[src/rtl/ioctl_pkg.sv]
// ioctl_pkg: shared address width, writer FSM encoding and FIFO entry layout.
package ioctl_pkg;
   localparam int IOCTL_ADDR_W = 25;
   localparam int IOCTL_DATA_W = 8;
   typedef enum logic {IDLE, WAIT} wr_state_t;
   typedef struct packed {
      logic [IOCTL_ADDR_W-1:0] addr;
      logic [IOCTL_DATA_W-1:0] data;
   } ioctl_entry_t;
endpackage

[src/rtl/ioctl_mem_writer_if.sv]
// ioctl_mem_writer_if: req/ack write bus between the ioctl writer and the memory arbiter.
interface ioctl_mem_writer_if import ioctl_pkg::*; #(parameter int ADDR_W = IOCTL_ADDR_W);
   logic              mem_req;
   logic [ADDR_W-1:0] mem_addr;
   logic [7:0]        mem_din;
   logic              mem_ack;
   modport master (output mem_req, mem_addr, mem_din, input mem_ack);
   modport slave  (input mem_req, mem_addr, mem_din, output mem_ack);
endinterface

[src/rtl/ioctl_wfifo.sv]
// ioctl_wfifo: synchronous FIFO of 2**AW entries of W bits with full/empty/count.
module ioctl_wfifo #(
   parameter int W  = 33,
   parameter int AW = 2
) (
   input  logic          clk_sys,
   input  logic          reset,
   input  logic          push,
   input  logic          pop,
   input  logic [W-1:0]  din,
   output logic [W-1:0]  dout,
   output logic          full,
   output logic          empty,
   output logic [AW:0]   count
);
   logic [W-1:0]  mem [2**AW];
   logic [AW-1:0] wp, rp;
   logic          do_push, do_pop;
   assign full    = count == (AW+1)'(2**AW);
   assign empty   = count == '0;
   assign do_push = push & ~full;
   assign do_pop  = pop & ~empty;
   assign dout    = mem[rp];
   always_ff @(posedge clk_sys or posedge reset)
      if (reset) begin
         wp    <= '0;
         rp    <= '0;
         count <= '0;
      end else begin
         wp    <= wp + AW'(do_push);
         rp    <= rp + AW'(do_pop);
         count <= count + (AW+1)'(do_push) - (AW+1)'(do_pop);
      end
   always_ff @(posedge clk_sys)
      if (do_push) mem[wp] <= din;
endmodule

[src/rtl/ioctl_mem_writer.sv]
// ioctl_mem_writer: buffers mist_io ioctl byte writes and replays them over a req/ack bus.
// Define IOCTL_CHECKSUM_EN to add the 16-bit download checksum output.
module ioctl_mem_writer import ioctl_pkg::*; #(
   parameter int FIFO_AW = 2,
   parameter int ADDR_W  = IOCTL_ADDR_W
) (
   input  logic              clk_sys,
   input  logic              reset,
   input  logic              ioctl_download,
   input  logic              ioctl_erasing,
   input  logic              ioctl_wr,
   input  logic [ADDR_W-1:0] ioctl_addr,
   input  logic [7:0]        ioctl_dout,
   ioctl_mem_writer_if.master mem,
   output logic              busy,
   output logic              done,
   output logic              overflow
`ifdef IOCTL_CHECKSUM_EN
   ,
   output logic [15:0]       checksum
`endif
);
   logic               full, empty, push, drop, pop, dl_q, er_q, dl_rise, er_rise, busy_q;
   logic [FIFO_AW:0]   count;
   logic [ADDR_W+7:0]  head;
   wr_state_t          state;
   // full comes from the registered count, so a same-cycle pop never rescues a push
   assign push    = ioctl_wr & ~full;
   assign drop    = ioctl_wr & full;
   assign pop     = (state == WAIT) & mem.mem_ack;
   assign dl_rise = ioctl_download & ~dl_q;
   assign er_rise = ioctl_erasing & ~er_q;
   assign busy    = ioctl_download | ioctl_erasing | (count != '0) | mem.mem_req;
   ioctl_wfifo #(.W(ADDR_W + 8), .AW(FIFO_AW)) u_fifo (
      .clk_sys (clk_sys),
      .reset   (reset),
      .push    (push),
      .pop     (pop),
      .din     ({ioctl_addr, ioctl_dout}),
      .dout    (head),
      .full    (full),
      .empty   (empty),
      .count   (count)
   );
   always_ff @(posedge clk_sys or posedge reset)
      if (reset) begin
         state        <= IDLE;
         mem.mem_req  <= 1'b0;
         mem.mem_addr <= '0;
         mem.mem_din  <= '0;
      end else if (state == IDLE) begin
         if (!empty) begin
            mem.mem_addr <= head[ADDR_W+7:8];
            mem.mem_din  <= head[7:0];
            mem.mem_req  <= 1'b1;
            state        <= WAIT;
         end
      end else if (mem.mem_ack) begin
         mem.mem_req <= 1'b0;
         state       <= IDLE;
      end
   always_ff @(posedge clk_sys or posedge reset)
      if (reset) begin
         busy_q   <= 1'b0;
         done     <= 1'b0;
         dl_q     <= 1'b0;
         er_q     <= 1'b0;
         overflow <= 1'b0;
`ifdef IOCTL_CHECKSUM_EN
         checksum <= '0;
`endif
      end else begin
         busy_q   <= busy;
         done     <= busy_q & ~busy;
         dl_q     <= ioctl_download;
         er_q     <= ioctl_erasing;
         overflow <= drop | (overflow & ~(dl_rise | er_rise));
`ifdef IOCTL_CHECKSUM_EN
         checksum <= (dl_rise ? 16'h0 : checksum) + ((push & ioctl_download) ? {8'h0, ioctl_dout} : 16'h0);
`endif
      end
endmodule

[src/flat_wrapper.sv]
// flat-port wrapper written by rule: the top's interface ports become plain ports
module ioctl_mem_writer_flat import ioctl_pkg::*;
#(
   parameter int FIFO_AW = 2,
   parameter int ADDR_W  = IOCTL_ADDR_W
)
  (clk_sys, reset, ioctl_download, ioctl_erasing, ioctl_wr, ioctl_addr, ioctl_dout, busy, done, overflow, mem_mem_req, mem_mem_addr, mem_mem_din, mem_mem_ack);
  ioctl_mem_writer_if #(.ADDR_W(ADDR_W)) mem_i ();
  input  logic clk_sys;
  input  logic reset;
  input  logic ioctl_download;
  input  logic ioctl_erasing;
  input  logic ioctl_wr;
  input  logic [ADDR_W-1:0] ioctl_addr;
  input  logic [7:0] ioctl_dout;
  output logic busy;
  output logic done;
  output logic overflow;
  output wire logic [$bits(mem_i.mem_req)-1:0] mem_mem_req;
  output wire logic [$bits(mem_i.mem_addr)-1:0] mem_mem_addr;
  output wire logic [$bits(mem_i.mem_din)-1:0] mem_mem_din;
  input wire logic [$bits(mem_i.mem_ack)-1:0] mem_mem_ack;
  assign mem_mem_req = mem_i.mem_req;
  assign mem_mem_addr = mem_i.mem_addr;
  assign mem_mem_din = mem_i.mem_din;
  assign mem_i.mem_ack = mem_mem_ack;
  ioctl_mem_writer #(.FIFO_AW(FIFO_AW), .ADDR_W(ADDR_W)) u_core (.clk_sys(clk_sys), .reset(reset), .ioctl_download(ioctl_download), .ioctl_erasing(ioctl_erasing), .ioctl_wr(ioctl_wr), .ioctl_addr(ioctl_addr), .ioctl_dout(ioctl_dout), .mem(mem_i), .busy(busy), .done(done), .overflow(overflow));
endmodule
[config.mk]
export PLATFORM = sky130hd
export DESIGN_NAME = ioctl_mem_writer_flat
export DESIGN_NICKNAME = d
export VERILOG_FILES = /design/src/rtl/ioctl_pkg.sv /design/src/rtl/ioctl_mem_writer_if.sv /design/src/rtl/ioctl_wfifo.sv /design/src/rtl/ioctl_mem_writer.sv /design/src/flat_wrapper.sv
export SDC_FILE = /design/constraint.sdc
export NUM_CORES = 1
export LEC_CHECK = 0
export ABC_AREA = 0
export BUFFER_PORTS_ARGS = -buffer_cell sky130_fd_sc_hd__buf_2
export CAP_MARGIN = 25
export CORE_UTILIZATION = 40
export CTS_CLUSTER_SIZE = 25
export DETAILED_ROUTE_END_ITERATION = 12
export PLACE_DENSITY = 0.56
export RECOVER_POWER = 25
export SLEW_MARGIN = 20
export SYNTH_ARGS = -nofsm -noshare
export SYNTH_HDL_FRONTEND = slang
export SYNTH_HIERARCHICAL = 1
export SYNTH_SLANG_ARGS = --single-unit
[constraint.sdc]
create_clock -name clk_sys -period 5.6 [get_ports clk_sys]
set_clock_uncertainty 0.1 [all_clocks]
set_input_delay 0.84 -clock clk_sys [delete_from_list [all_inputs] [get_ports clk_sys]]
set_output_delay 0.84 -clock clk_sys [all_outputs]
set_load 0.01 [all_outputs]
==> results of run 1 <==
cells by family after synthesis:
| group | count (synthesis) | synth area share |
|---|---|---|
| flip-flops | 179 | 0.7660 |
| multiplexers | 67 | 0.1715 |
| AND/OR/NAND/NOR | 19 | 0.01995 |
| buffers and inverters | 15 | 0.02088 |
| AO/OA/AOI/OAI | 7 | 0.008392 |
| XOR/XNOR | 5 | 0.006526 |
| adder cells (fa/ha/maj) | 3 | 0.006712 |
placed cells by master, fill, tap and decap left out, drive strengths merged, types with 2 or more instances in the layout:
cell type    n
nor2         4
buf         54
xnor2        4
nand2b       2
bufinv       3
edfxtp     132
nor4bb       2
mux2        33
inv          5
clkinvlp     2
ha           2
clkinv       5
clkbuf      48
nor2b        2
mux4        33
dfrtp       47
sequential cells by signal (all words and copies together), names as in the netlist, 2 cells and up:
signal / count
u_core/mem.mem_addr: 25
u_core/mem.mem_din: 8
u_core/u_fifo/count: 3
u_core/u_fifo/wp: 2
u_core/u_fifo/mem: 132
u_core/u_fifo/rp: 2
path summary, 6_finish.rpt:
kind,startpoint,end,slack (ns),cells after the start
setup reg to reg,u_core/u_fifo/count[2],u_core/u_fifo/count[2],2.88,7
max in group asynchronous,reset,u_core/mem.mem_din[6],4.49,2
hold / removal,reset,u_core/u_fifo/count[0],0.25,2
setup / recovery,u_core/u_fifo/count[2],u_core/u_fifo/count[2],2.88,7
hold reg to reg,u_core/busy_q,u_core/done,0.39,1
min in group clk_sys,u_core/busy_q,u_core/done,0.39,1
report_power, final:
part	internal (uW)	leakage (uW)	switching (uW)
Clock	728	0.000294	482
Sequential	1810	0.00176	209
Combinational	619	0.000768	518
Total	3160	0.00282	1210
through the flow:
step | instance area (sq um) | power [uW] | setup slack, ns | cells | hold WS (ns)
floorplan | 6710 | 2863 | 0.3379 | 295 | 0.3513
global placement | 7301 | 3166 | 2.794 | 579 | 0.3696
detailed placement | 7356 | 3237 | 2.710 | 581 | 0.3738
CTS | 7966 | 4453 | 2.847 | 613 | 0.2379
global route | 7934 | 4610 | 2.618 | 613 | 0.2456
finish | 7934 | 4370 | 2.878 | 613 | 0.2474
per-layer routing:
metal | vias up | global-route usage | routed length [um]
met4 | 0 | 0.07429 | 208
li1 | 1376 | - | -
met2 | 54 | 0.2431 | 5896
met1 | 1601 | 0.1768 | 4909
met5 | - | 0 | 0
met3 | 14 | 0.04051 | 363
cell type report:
| cell class | count | area, sq um |
|---|---|---|
| multi-input combinational | 101 | 1468 |
| sequential | 179 | 5142 |
| fill | 1354 | 8182 |
| clock inverter | 11 | 150.1 |
| inverter | 4 | 16.27 |
| clock buffer | 21 | 460.4 |
| tap | 216 | 270.3 |
| timing repair buffer | 81 | 426.7 |
critical path, delay by kind of cell (launching register included):
family | cells | cell delay [ns]
AND/OR/NAND/NOR | 3 | 1.17
flip-flops | 1 | 0.48
adder cells (fa/ha/maj) | 1 | 0.41
XOR/XNOR | 2 | 0.28
AO/OA/AOI/OAI | 1 | 0.18
==> out/metrics.csv, run 1 <==
stage;metric;value;unit
die;site row count;46;
logic_synthesis;share of the synthesized area in the top cell type;0.5907;
logic_synthesis;number of distinct library cells after synthesis;36;
global_route;GRT Total Usage;0.1471;
worst_setup_path;CP Launch Type;flop;
sta;Final Critical Period;2.722;ns
drt;DR pass1 iterations;5;
worst_setup_path;Setup crit end kind;flop;
die;io pins;76;
die;DIE HEIGHT;131.5;um
logic_synthesis;cell with the most instances after synthesis;edfxtp_1;
drt;detailed-route via count;3045;
sta;FMAX;0.3673;GHz
global_route;initial antenna violation count;0;
finish;layout cells sized above 1;0.3929;
logic_synthesis;Cells after Synth;295;
worst_setup_path;CP arrival;2.93;ns
logic_synthesis;EDFF count, synth;132;
clock_tree;clock sinks;179;
sta;sum of negative setup slack;0;ns
clock_tree;H-tree levels;4;
clock_tree;Clock transition at path regs;0.06;ns
die;Die Wd;131.5;um
die;initial core utilization;0.4164;
finish;ant diodes;0;
drt;final wirelength;11380;um
sta;Final Cycle Share;0.4861;
logic_synthesis;top post-synthesis cells by area;edfxtp_1 59%, dfrtp_1 18%, mux4_2 9.4%;
finish;Final Util;0.4923;
logic_synthesis;cell area after synthesis;0.006710;sq mm
run_status;outcome;finished clean;
run;Max-cap violations;0;
logic_synthesis;post-synthesis sequential area ratio;0.7660;
clock_tree;# Post-CTS Setup Buffers;0;
worst_setup_path;CP max stage delay;0.61;ns
sta;Max-Slew Margin vs Limit;0.3399;
logic_synthesis;Synth Register Bits;179;
drt;Vias/cell;4.967;
clock_tree;Clock Tree Buf Depth;2;
worst_setup_path;kind of critical path;reg -> reg;
finish;Area Overhead vs Synth;18.24;%
worst_setup_path;CP cell instances;nor3b_2 -> nor2b_1 -> o21a_1 -> or2_2 -> fa_1 -> xnor2_1 -> xnor2_1;
worst_setup_path;CP max stage cell;nor3b_2;
placement;IO buf count;75;
worst_setup_path;CP dominant cell by count;xnor2_1;
pwr;Pwr per Cell Area;550.8;mW/mm^2
clock_tree;CTS tree;done;
sta;final setup vio count;0;
die;Core Area;0.01612;sq mm
logic_synthesis;syn avg cell area;22.75;sq um
logic_synthesis;asr flop ratio synth;0.2626;
logic_synthesis;main flop type after synthesis;edfxtp_1;
clock_tree;post-CTS sizing;0;
global_route;first-pass GRT wire length;18490;um
pwr;Max IR drop VDD;0.2389;mV
worst_setup_path;CP Max Fanout;8;
worst_setup_path;WP data required;5.81;ns
placement;Detail Placement HPWL;6781;um
logic_synthesis;Post-synth top cells;132 x edfxtp_1, 47 x dfrtp_1, 31 x mux2_2, 28 x mux4_2, 5 x mux4_1;
pwr;P_leak;0.002818;uW
min_path;Hold Crit Class;in -> async;
sta;measured slew at the worst slew-check pin;0.9901;ns
logic_synthesis;syn nets;337;
logic_synthesis;area leader, netlist;edfxtp_1;
drt;Final ANT Viol Nets;0;
drt;1st-iter DRT viols;153;
placement;RePlAce Congestion;0.6954;
clock_tree;# hold bufs at CTS;0;
drt;drt drc;0;
sta;final hold vios;0;
clock_tree;total CTS buffers;17;
sta;RSZ-0062 raised after global routing;false;
logic_synthesis;yosys warns;6;
die;die area;0.01730;sq mm
global_route;Overflow after GRT;0;
clock_tree;clk root buf;clkbuf_16;
finish;Final Net Count;426;
drt;DR WL/cell;18.56;um
global_route;vias in the first global route;3348;
global_route;largest net degree at the start of global routing;41;
sta;Max Slew Vio Count;0;
clock_tree;Worst-Skew Late Latency;0.42;ns
Note: power is estimated with default switching activity, not from simulation.
==> inputs of run 2 (changes only) <==
--- a/config.mk
+++ b/config.mk
@@ -11,7 +11,7 @@
 export CORE_UTILIZATION = 40
 export CTS_CLUSTER_SIZE = 25
 export DETAILED_ROUTE_END_ITERATION = 12
-export PLACE_DENSITY = 0.56
+export PLACE_DENSITY = 0.58
 export RECOVER_POWER = 25
 export SLEW_MARGIN = 20
 export SYNTH_ARGS = -nofsm -noshare
==> constraint.sdc (replaced) <==
create_clock -name clk_sys -period 2.2 [get_ports clk_sys]
set_clock_uncertainty 0.1 [all_clocks]
set_input_delay 0.33 -clock clk_sys [delete_from_list [all_inputs] [get_ports clk_sys]]
set_output_delay 0.33 -clock clk_sys [all_outputs]
set_load 0.01 [all_outputs]
==> out/metrics.csv, run 2 (synthesis results as in run 1) <==
stage;metric;value;unit;change
worst_setup_path;Setup crit end kind;flop;;
clock_tree;H-tree levels;4;;unchanged
placement;Detail Placement HPWL;7397;um;+9.1%
worst_setup_path;CP max stage delay;0.47;ns;-0.14 ns
drt;Final ANT Viol Nets;0;;unchanged
finish;Final Net Count;442;;+3.8%
finish;Regs by FF count;u_core/u_fifo/mem x132, u_core/mem.mem_addr x25, u_core/mem.mem_din x8;;
clock_tree;Clock transition at path regs;0.06;ns;about the same
drt;1st-iter DRT viols;150;;-2.0%
global_route;Overflow after GRT;0;;unchanged
placement;IO buf count;75;;unchanged
worst_setup_path;CP arrival;2.29;ns;-0.64 ns
die;Core Area;0.01612;sq mm;unchanged
die;io pins;76;;unchanged
finish;Area Overhead vs Synth;20.81;%;
clock_tree;# Post-CTS Setup Buffers;0;;unchanged
placement;worst slack at placement;0.07910;ns;-2.631 ns
finish;register area;0.005144;sq mm;about the same
finish;most frequent cells in the layout;132 x edfxtp_1, 48 x buf_2, 44 x dfrtp_1;;
worst_setup_path;CP Launch Point;u_core/u_fifo/count[0];;
worst_setup_path;Reg-to-Reg Start;u_core/u_fifo/count[0];;
sta;Final Cycle Share;0.9496;;+0.4634
sta;fin worst setup slack;0.1110;ns;-2.767 ns
sta;FMAX;0.4787;GHz;+30%
clock_tree;CTS tree;done;;
sta;final setup vio count;0;;unchanged
sta;measured slew at the worst slew-check pin;0.5123;ns;-0.4778 ns
placement;RePlAce Congestion;0.6977;;+0.33%
sta;Max Slew Vio Count;0;;unchanged
pwr;P_leak;0.002905;uW;+3.1%
die;site row count;46;;unchanged
drt;DR WL/cell;19.07;um;+2.8%
die;Die Wd;131.5;um;unchanged
finish;commonest non-fill, non-tap cell in the layout;edfxtp_1;;
sta;Final Critical Period;2.089;ns;-0.6334 ns
min_path;HP Start;ioctl_addr[22];;
global_route;met3 Resource Use GR;0.04205;;+0.001543
drt;Vias/cell;4.957;;-0.21%
clock_tree;Clock Tree Buf Depth;2;;unchanged
sta;RSZ-0062 raised after global routing;false;;
worst_setup_path;Buf+Inv Stages, Crit Path;0;;unchanged
worst_setup_path;CP Max Fanout;8;;unchanged
die;die area;0.01730;sq mm;unchanged
global_route;GRT Total Usage;0.1525;;+0.005448
clock_tree;clk root buf;clkbuf_16;;
finish;ant diodes;0;;unchanged
clock_tree;Worst-Skew Late Latency;0.42;ns;about the same
pwr;Pwr per Cell Area;1400;mW/mm^2;+150%
worst_setup_path;CP delay by family, top;adder cells;;
run;Max-cap violations;0;;unchanged
drt;final wirelength;12000;um;+5.4%
drt;drt drc;0;;unchanged
drt;detailed-route via count;3118;;+2.4%
die;DIE HEIGHT;131.5;um;unchanged
placement;post-placement cell area;0.007470;sq mm;+1.5%
global_route;GRT busiest layer;met2;;
worst_setup_path;kind of critical path;reg -> reg;;
finish;Final Util;0.5030;;+0.01071
global_route;vias in the first global route;3424;;+2.3%
worst_setup_path;CP max stage cell;dfrtp_2;;
finish;layout cells sized above 1;0.4213;;+0.02836
sta;final hold vios;0;;unchanged
finish;max FFs per register;132;;unchanged
global_route;largest net degree at the start of global routing;25;;-39%
finish;post-route cell area;0.008107;sq mm;+2.2%
global_route;initial antenna violation count;0;;unchanged
clock_tree;clock sinks;179;;unchanged
drt;DR pass1 iterations;6;;+1
global_route;GR Layer Usage met1;0.1834;;+0.006678
finish;area occupied by multi-input gates;0.001501;sq mm;+2.3%
finish;Post-Layout Cell Count;629;;+2.6%
global_route;first-pass GRT wire length;19130;um;+3.5%
finish;Top reg by flops;u_core/u_fifo/mem;;
worst_setup_path;CP cell instances;nor3b_4 -> nor2b_4 -> o21a_1 -> a221oi_2 -> ha_2 -> fa_2;;
pwr;Max IR drop VDD;0.6205;mV;+160%
run_status;outcome;finished clean;;
global_route;grt met2 use;0.2569;;+0.01382
min_path;Hold Crit Class;in -> reg;;
die;initial core utilization;0.4164;;unchanged
worst_setup_path;WP data required;2.40;ns;-3.41 ns
sta;Max-Slew Margin vs Limit;0.6584;;+0.3185
placement;placed cell count;593;;+2.1%
finish;final-layout fill cell count;1350;;-0.30%
clock_tree;total CTS buffers;17;;unchanged
worst_setup_path;CP Launch Type;flop;;
sta;worst hold slack;0.02573;ns;-0.2216 ns
[run 2: changes by cell type in the layout (fill, tap and decap cells not counted), sizes merged]
| cell | previous run | this run |
|---|---|---|
| buf | 54 | 66 |
| clkinv | 5 | 3 |
| clkinvlp | 2 | 4 |
| dlygate4sd3 | 0 | 4 |
[run 2: power breakdown]
group	switching, uW	leakage (uW)	internal, uW
registers	456	0.00175	4610
logic	1470	0.000858	1690
clock network	1230	0.000292	1880
[run 2: final timing paths]
path / endpoint / slack [ns] / cells past startpoint
setup / recovery: u_core/u_fifo/count[1] / 0.11 / 6
hold / removal: u_core/u_fifo/mem[1][30] / 0.03 / 1
setup reg to reg: u_core/u_fifo/count[1] / 0.11 / 6
min in group asynchronous: u_core/u_fifo/count[2] / 0.30 / 3
hold reg to reg: u_core/done / 0.37 / 1
max in group asynchronous: u_core/mem.mem_addr[4] / 1.12 / 4
[run 2: worst register-to-register path, cell delays in order, from the launching register on]
cell and delay [ns]:
dfrtp_2 0.47, nor3b_4 0.26, nor2b_4 0.08, o21a_1 0.13, a221oi_2 0.28, ha_2 0.23
fa_2 0.42
[run 2: final cells by class]
cell class / count / area share
Sequential cell: 179 / 0.6345
Multi-Input combinational cell: 101 / 0.1852
Timing Repair Buffer: 97 / 0.06837
Clock buffer: 21 / 0.05803
Tap cell: 216 / 0.03334
Clock inverter: 11 / 0.01868
Inverter: 4 / 0.001852
[run 2: per-stage QoR]
stage               power (uW)  TNS (ns)
finish                   11350         0
global route             11950         0
CTS                      11540         0
detailed placement        8398         0
global placement          8293         0
floorplan                 7353    -29.98
[run 2: metal layers]
layer,vias up,share of wire
li1,1407,-
met1,1639,0.43
met2,55,0.52
met3,17,0.033
met4,0,0.016
met5,-,0
[run 2: what timing repair did]
| item | in CTS | in global routing |
|---|---|---|
| hold buffers | 4 | 0 |
| endpoints found under the hold margin | 27 | 0 |
| setup endpoints to repair | 0 | 2 |
| resized for setup | 0 | 2 |
